--- src/rtl/ras_ckpt.sv ---
// Checkpointable return address stack: circular buffer of return PCs with
// push, pop, return-and-link replace, and pointer/occupancy restore.
module ras_ckpt #(
   parameter int                       RAS_ENTRIES     = 16,
   parameter int                       PC_WIDTH        = 38,
   parameter logic [PC_WIDTH-1:0]      INIT_PC         = '0,
   localparam int                      LOG_RAS_ENTRIES = $clog2(RAS_ENTRIES)
) (
   input  logic                        CLK,
   input  logic                        nRST,
   input  logic                        push_valid,
   input  logic [PC_WIDTH-1:0]         push_pc,
   input  logic                        pop_valid,
   input  logic                        restore_valid,
   input  logic [LOG_RAS_ENTRIES-1:0]  restore_idx,
   input  logic [LOG_RAS_ENTRIES:0]    restore_count,
   output logic [PC_WIDTH-1:0]         tos_pc,
   output logic                        tos_valid,
   output logic [LOG_RAS_ENTRIES-1:0]  ras_idx,
   output logic [LOG_RAS_ENTRIES:0]    ras_count
);

   localparam logic [LOG_RAS_ENTRIES-1:0] PTR_ONE    = LOG_RAS_ENTRIES'(1);
   localparam logic [LOG_RAS_ENTRIES:0]   CNT_ONE    = (LOG_RAS_ENTRIES+1)'(1);
   localparam logic [LOG_RAS_ENTRIES:0]   CNT_ZERO   = (LOG_RAS_ENTRIES+1)'(0);
   localparam logic [LOG_RAS_ENTRIES:0]   FULL_COUNT = (LOG_RAS_ENTRIES+1)'(RAS_ENTRIES);

   logic [PC_WIDTH-1:0]        mem_r [RAS_ENTRIES];
   logic [LOG_RAS_ENTRIES-1:0] ptr_r;
   logic [LOG_RAS_ENTRIES:0]   count_r;

   logic [LOG_RAS_ENTRIES-1:0] ptr_s;
   logic [LOG_RAS_ENTRIES:0]   count_s;
   logic                       wr_en_s;
   logic [LOG_RAS_ENTRIES-1:0] wr_idx_s;

   // Next pointer, occupancy and write port; restore outranks push/pop.
   always_comb begin
      ptr_s    = ptr_r;
      count_s  = count_r;
      wr_en_s  = 1'b0;
      wr_idx_s = ptr_r;
      if (restore_valid) begin
         ptr_s   = restore_idx;
         count_s = restore_count;
      end else if (push_valid && !pop_valid) begin
         // When full the new entry silently overwrites the oldest one.
         ptr_s    = ptr_r + PTR_ONE;
         wr_en_s  = 1'b1;
         wr_idx_s = ptr_r + PTR_ONE;
         if (count_r == FULL_COUNT) begin
            count_s = count_r;
         end else begin
            count_s = count_r + CNT_ONE;
         end
      end else if (push_valid && pop_valid) begin
         wr_en_s  = 1'b1;
         wr_idx_s = ptr_r;
         if (count_r == CNT_ZERO) begin
            count_s = CNT_ONE;
         end else begin
            count_s = count_r;
         end
      end else if (pop_valid) begin
         // Underflow leaves the stack untouched.
         if (count_r != CNT_ZERO) begin
            ptr_s   = ptr_r - PTR_ONE;
            count_s = count_r - CNT_ONE;
         end else begin
            ptr_s   = ptr_r;
            count_s = count_r;
         end
      end else begin
         ptr_s   = ptr_r;
         count_s = count_r;
      end
   end

   // State registers with synchronous active-low reset clearing every entry.
   always_ff @(posedge CLK) begin
      if (!nRST) begin
         ptr_r   <= '0;
         count_r <= '0;
         for (int i = 0; i < RAS_ENTRIES; i++) begin
            mem_r[i] <= INIT_PC;
         end
      end else begin
         ptr_r   <= ptr_s;
         count_r <= count_s;
         if (wr_en_s) begin
            mem_r[wr_idx_s] <= push_pc;
         end
      end
   end

   // Outputs decode registered state only.
   always_comb begin
      ras_idx   = ptr_r;
      ras_count = count_r;
      tos_valid = (count_r != CNT_ZERO);
      if (count_r != CNT_ZERO) begin
         tos_pc = mem_r[ptr_r];
      end else begin
         tos_pc = INIT_PC;
      end
   end

endmodule

--- config.mk ---
export PLATFORM = sky130hd
export DESIGN_NAME = ras_ckpt
export DESIGN_NICKNAME = d
export VERILOG_FILES = /design/src/rtl/ras_ckpt.sv
export SDC_FILE = /design/constraint.sdc
export NUM_CORES = 1
export LEC_CHECK = 0
export ABC_AREA = 1
export CAP_MARGIN = 20
export CORE_MARGIN = 1.5
export CORE_UTILIZATION = 35
export CTS_BUF_LIST = sky130_fd_sc_hd__clkbuf_4
export DETAILED_ROUTE_END_ITERATION = 7
export HOLD_SLACK_MARGIN = 0.06
export PLACE_DENSITY_LB_ADDON = 0.12
export SLEW_MARGIN = 15
export SYNTH_ARGS = -nofsm -noshare
export SYNTH_HDL_FRONTEND = slang
export SYNTH_SLANG_ARGS = --single-unit
--- constraint.sdc ---
create_clock -name CLK -period 6 [get_ports CLK]
set_clock_uncertainty 0.15 [all_clocks]
set_input_delay 1.2 -clock CLK [delete_from_list [all_inputs] [get_ports CLK]]
set_output_delay 1.2 -clock CLK [all_outputs]
set_load 0.005 [all_outputs]
# Word level (Yosys, flattened, before mapping)
# Memories as Yosys holds them, arrays and structs flattened. A register that Yosys moved wholly into a read port is not among the register bits.
# Index checks and enable logic that the tools add are counted.
# classes
addsub	4
eq_ne	4
mux	27
reduce_logical	12
# op_table
op	count
38-bit two-way mux	2
4-bit two-way mux	10
38-bit OR reduction	1
5-bit two-way mux	7
1-bit two-way mux	8
4-bit nonzero test	2
3-bit inequality test (second input constant)	2
3-bit nonzero test	2
5-bit by 1-bit adder with 5-bit output (second input constant)	1
5-bit == test (second input constant)	1
5-bit logical NOT	1
5-bit nonzero test	1
5-bit by 1-bit subtractor with 5-bit output (second input constant)	1
4-bit by 1-bit adder with 4-bit output (second input constant)	1
4-bit by 3-bit inequality test with 1-bit output (second input constant)	1
4-bit AND reduction	1
4-bit by 1-bit subtractor with 4-bit output (second input constant)	1
3-bit AND reduction	1
1-bit logical AND	2
1-bit logical NOT	1
# totals
register_bits	9
ram_bits	608
input_bits	52
output_inout_bits	48
elab_cells	50
mem_count	1
# mem_list
memory	words	width	rd	rd_clocked_by_memory_dff	write_ports	line	source
mem_r	16	38	1	1	16	28	logic [PC_WIDTH-1:0] mem_r [RAS_ENTRIES];

# Logic depth before layout (Yosys ltp)
# depth
depth_word	9
mapped_depth	12
mapped_depth_nobuf	10

# Worst setup path before layout
# OpenSTA, ideal clock, no wires.
# synth_path
path_kind	in2reg
start	in pop_valid
end	mem mem_r[10][0] (enable)
setup_ps	396
arrival_time_ps	3117
t_required_ps	5454
slack_ps	2337
path_stages	11
path_buffers	2
cell_sequence	inv_2 > nand2_2 > nor2_4 > nand3_1 > o21ai_2 > inv_1 > nor2_2 > nand2_1 > buf_2 > buf_6 > nand2_1
# synth_rtl
item	line	source
start, declared	13	input logic pop_valid,
end, declared	28	

==> run metrics <==
total global-route track usage 22.1%; clock root cell sky130_fd_sc_hd__clkbuf_4; fill cell count 7871; Chip Height 287 um; initial antenna violation count 1; category of the worst setup path launch point flip-flop; min Tclk post-route 5.55 ns; critical path data arrival time 4.20 ns; Cell Count Post-Placement 3895; clock tree from TritonCTS yes; initial standard-cell utilization of the core 35.5%; Top-Level Pins 100; placement-stage worst setup slack 0.853 ns; proportion of layout cells with a drive suffix above 1 12.3%; die outline area 82100 um^2; power per standard cell area 321 nW/um^2; number of pins exceeding their max-slew limit in the final report 0; final hold vios 0; Layout Nets 3077; class of the tightest hold or removal check reg2reg; final instance count without filler cells 4209; Post-Syn Area per Cell 9.59 um^2; data required time of the worst path 4.65 ns; Yosys warning total 0; number of buffers on the longest clock path 3; Post-CTS Setup Inserts 0; main combinational cell family by area after synthesis simple AND/OR/NAND/NOR gates; CP endpoint kind output pin; FF+latch count, synth 621; synthesized netlist cell count 2935; final estimated routing congestion in global placement 0.827; final non-filler cell area 32300 um^2; synthesized-area fraction occupied by ao, oa, aoi and oai cells 1.11%; Final HPWL DP 50200 um; largest net degree at the start of global routing 132; wire length per cell after detailed routing 21.5 um; DRT Wirelength 90700 um; growth of design area from synthesis to finish 14.7%; worst vdd rail ir drop 0.000106 V; count of unresolved DRC violations after routing 0; CTS clock-pin slew for the worst setup and hold paths 0.06 ns; maximum net fanout on the critical path 131; setup tns final 0 ns; area of the core region 79300 um^2; num rows 103; slew at the pin closest to its max-slew limit 1.05 ns; outcome complete, no violations; Congestion Overflow GR 0; Clock H-tree levels 4; adder-cell share of the synthesized area 0.178%; Rel. slew slack 29.5%; count of cell types in the netlist 25; number of detailed-route iterations in the first pass 5; Seq/Total Area, Yosys 65.8%; floorplan die width 287 um; via count 21600; mux cell area share after synthesis 0%; kind of critical path reg2out; initial DRC count 1561; final worst slack 0.455 ns; max-capacitance violation count 0; Area after DPL 30000 um^2; cells resized by post-CTS repair 0; post-synthesis xor/xnor area fraction 0.0934%; number of buffers added on ports 99; clock latency reported for the late side of the worst-skew pair 1.00 ns; setup violators final 0; period utilization 92.4%; total leakage power 12.9 nW; setup repair after global routing missed its margin false; syn_nets 2991; clock buffers created by TritonCTS 171; ANT nets after route 0; area fraction in and, or, nand and nor cells after synthesis 28.3%; DR vias/cell 5.14; netlist area before placement 28100 um^2; count of clock tree sinks 621; vias in the first global route 21900; highest attainable clock frequency 180 MHz; global-route wire length before repair 135000 um; count of hold-fix buffers inserted at cts 0
## area by class of cell
| cell class | count | area, um^2 | area share (%) |
|---|---|---|---|
| Clock inverter | 32 | 151 | 0.469 |
| Inverter | 63 | 250 | 0.775 |
| Multi-Input combinational cell | 2015 | 8430 | 26.1 |
| Sequential cell | 621 | 18500 | 57.4 |
| Timing Repair Buffer | 149 | 1510 | 4.68 |
| Clock buffer | 277 | 2080 | 6.44 |
| Antenna cell | 2 | 5.00 | 0.0155 |
| Tap cell | 1050 | 1310 | 4.07 |
## metrics by stage
stage | power (mW) | hold WS [ns] | utilization [%]
after floorplan | 5.87 | 0.349 | -
after global placement | 6.54 | 0.384 | 37.8
after detailed placement | 6.54 | 0.383 | 37.8
after CTS | 10.5 | 0.399 | 40.6
after global routing | 10.8 | 0.425 | 40.7
final | 10.4 | 0.403 | 40.7
## registers in the layout (all words and copies together), names as in the netlist, named ones only
name       flops
ras_count      5
ras_idx        4
mem_r        608
## power breakdown
| part | internal (mW) | switching, mW | total [mW] |
|---|---|---|---|
| registers | 4.94 | 0.0880 | 5.02 |
| clock network | 2.12 | 1.82 | 3.93 |
| logic | 0.439 | 0.972 | 1.41 |
## logic make-up after synthesis
logic type / after synthesis
adders and majority gates: 4
AOI/OAI and AO/OA: 60
DFF: 621
buffers and inverters: 299
and+or+nand+nor: 1948
xor gates and xnor gates: 3
## metal layers
layer  routed length (um)  vias to the layer above  global-route usage [%]
li1                     -                    10100                       -
met1                38800                    10600                    28.3
met4                 2220                        0                    8.49
met5                    0                        -                       0
met3                 5160                      136                    3.66
met2                44600                      783                    37.6
## cells in the mapped netlist
cell type                  count  area, um^2
sky130_fd_sc_hd__nor3_1        1        5.00
sky130_fd_sc_hd__buf_1        17        63.8
sky130_fd_sc_hd__ha_1          4        50.1
sky130_fd_sc_hd__nor2_1      629        2360
sky130_fd_sc_hd__inv_2         4        15.0
sky130_fd_sc_hd__nand4_1       4        25.0
sky130_fd_sc_hd__xor2_1        1        8.76
sky130_fd_sc_hd__o21ai_2       2        17.5
sky130_fd_sc_hd__nor2_4        3        33.8
sky130_fd_sc_hd__buf_4         1        7.51
sky130_fd_sc_hd__edfxtp_1    608       18300
sky130_fd_sc_hd__nand3_1     471        2360
sky130_fd_sc_hd__buf_6        15         169
sky130_fd_sc_hd__inv_1        59         221
sky130_fd_sc_hd__o221ai_1      1        8.76
sky130_fd_sc_hd__xnor2_1       2        17.5
sky130_fd_sc_hd__nand3_2       1        10.0
sky130_fd_sc_hd__clkbuf_1    175         657
sky130_fd_sc_hd__nor2_2        4        25.0
sky130_fd_sc_hd__o21ai_0      14        70.1
sky130_fd_sc_hd__dfxtp_1      13         260
sky130_fd_sc_hd__buf_2        28         140
sky130_fd_sc_hd__a21oi_1      43         215
sky130_fd_sc_hd__nand2_2       1        6.26
sky130_fd_sc_hd__nand2_1     834        3130
## cells in the final DEF, fill, tap and decap left out
cell and instances:
sky130_fd_sc_hd__bufinv_16 1, sky130_fd_sc_hd__nor3_1 1, sky130_fd_sc_hd__nand2_4 1, sky130_fd_sc_hd__dfxtp_4 3
sky130_fd_sc_hd__nand3_1 471, sky130_fd_sc_hd__a21oi_1 43, sky130_fd_sc_hd__nand2_2 32, sky130_fd_sc_hd__nor2_2 4
sky130_fd_sc_hd__nor2_4 3, sky130_fd_sc_hd__diode_2 2, sky130_fd_sc_hd__clkinvlp_4 1, sky130_fd_sc_hd__clkdlybuf4s50_1 99
sky130_fd_sc_hd__buf_12 10, sky130_fd_sc_hd__nor2_1 629, sky130_fd_sc_hd__clkbuf_4 277, sky130_fd_sc_hd__nand2_1 802
sky130_fd_sc_hd__o221ai_1 1, sky130_fd_sc_hd__dfxtp_1 9, sky130_fd_sc_hd__o21ai_2 2, sky130_fd_sc_hd__nand4_1 4
sky130_fd_sc_hd__xor2_1 1, sky130_fd_sc_hd__clkinv_1 24, sky130_fd_sc_hd__inv_1 56, sky130_fd_sc_hd__o21ai_0 14
sky130_fd_sc_hd__buf_16 1, sky130_fd_sc_hd__clkinv_2 2, sky130_fd_sc_hd__ha_1 4, sky130_fd_sc_hd__edfxtp_1 608
sky130_fd_sc_hd__inv_6 1, sky130_fd_sc_hd__dfxtp_2 1, sky130_fd_sc_hd__inv_2 9, sky130_fd_sc_hd__inv_8 1
sky130_fd_sc_hd__nand3_2 1, sky130_fd_sc_hd__xnor2_1 2, sky130_fd_sc_hd__buf_4 39
## final timing paths
path	startpoint	endpoint	slack (ns)	depth (start not counted)
min	ras_count[4]	ras_count[4]	0.40	2
min reg2reg	ras_count[4]	ras_count[4]	0.40	2
max	flip-flop	tos_pc[11]	0.45	9
max reg2reg	ras_idx[1]	mem_r[5][24]	2.33	6
## critical path, stage by stage, from the launching register on
cell	delay, ns
sky130_fd_sc_hd__dfxtp_4	0.54
sky130_fd_sc_hd__inv_8	0.64
sky130_fd_sc_hd__buf_4	0.42
sky130_fd_sc_hd__nand2_1	0.09
sky130_fd_sc_hd__nand3_1	0.08
sky130_fd_sc_hd__nand3_1	0.23
sky130_fd_sc_hd__nand2_1	0.15
sky130_fd_sc_hd__nand2_1	0.06
sky130_fd_sc_hd__a21oi_1	0.22
sky130_fd_sc_hd__clkdlybuf4s50_1	0.57
(Power assumes the default switching activity.)
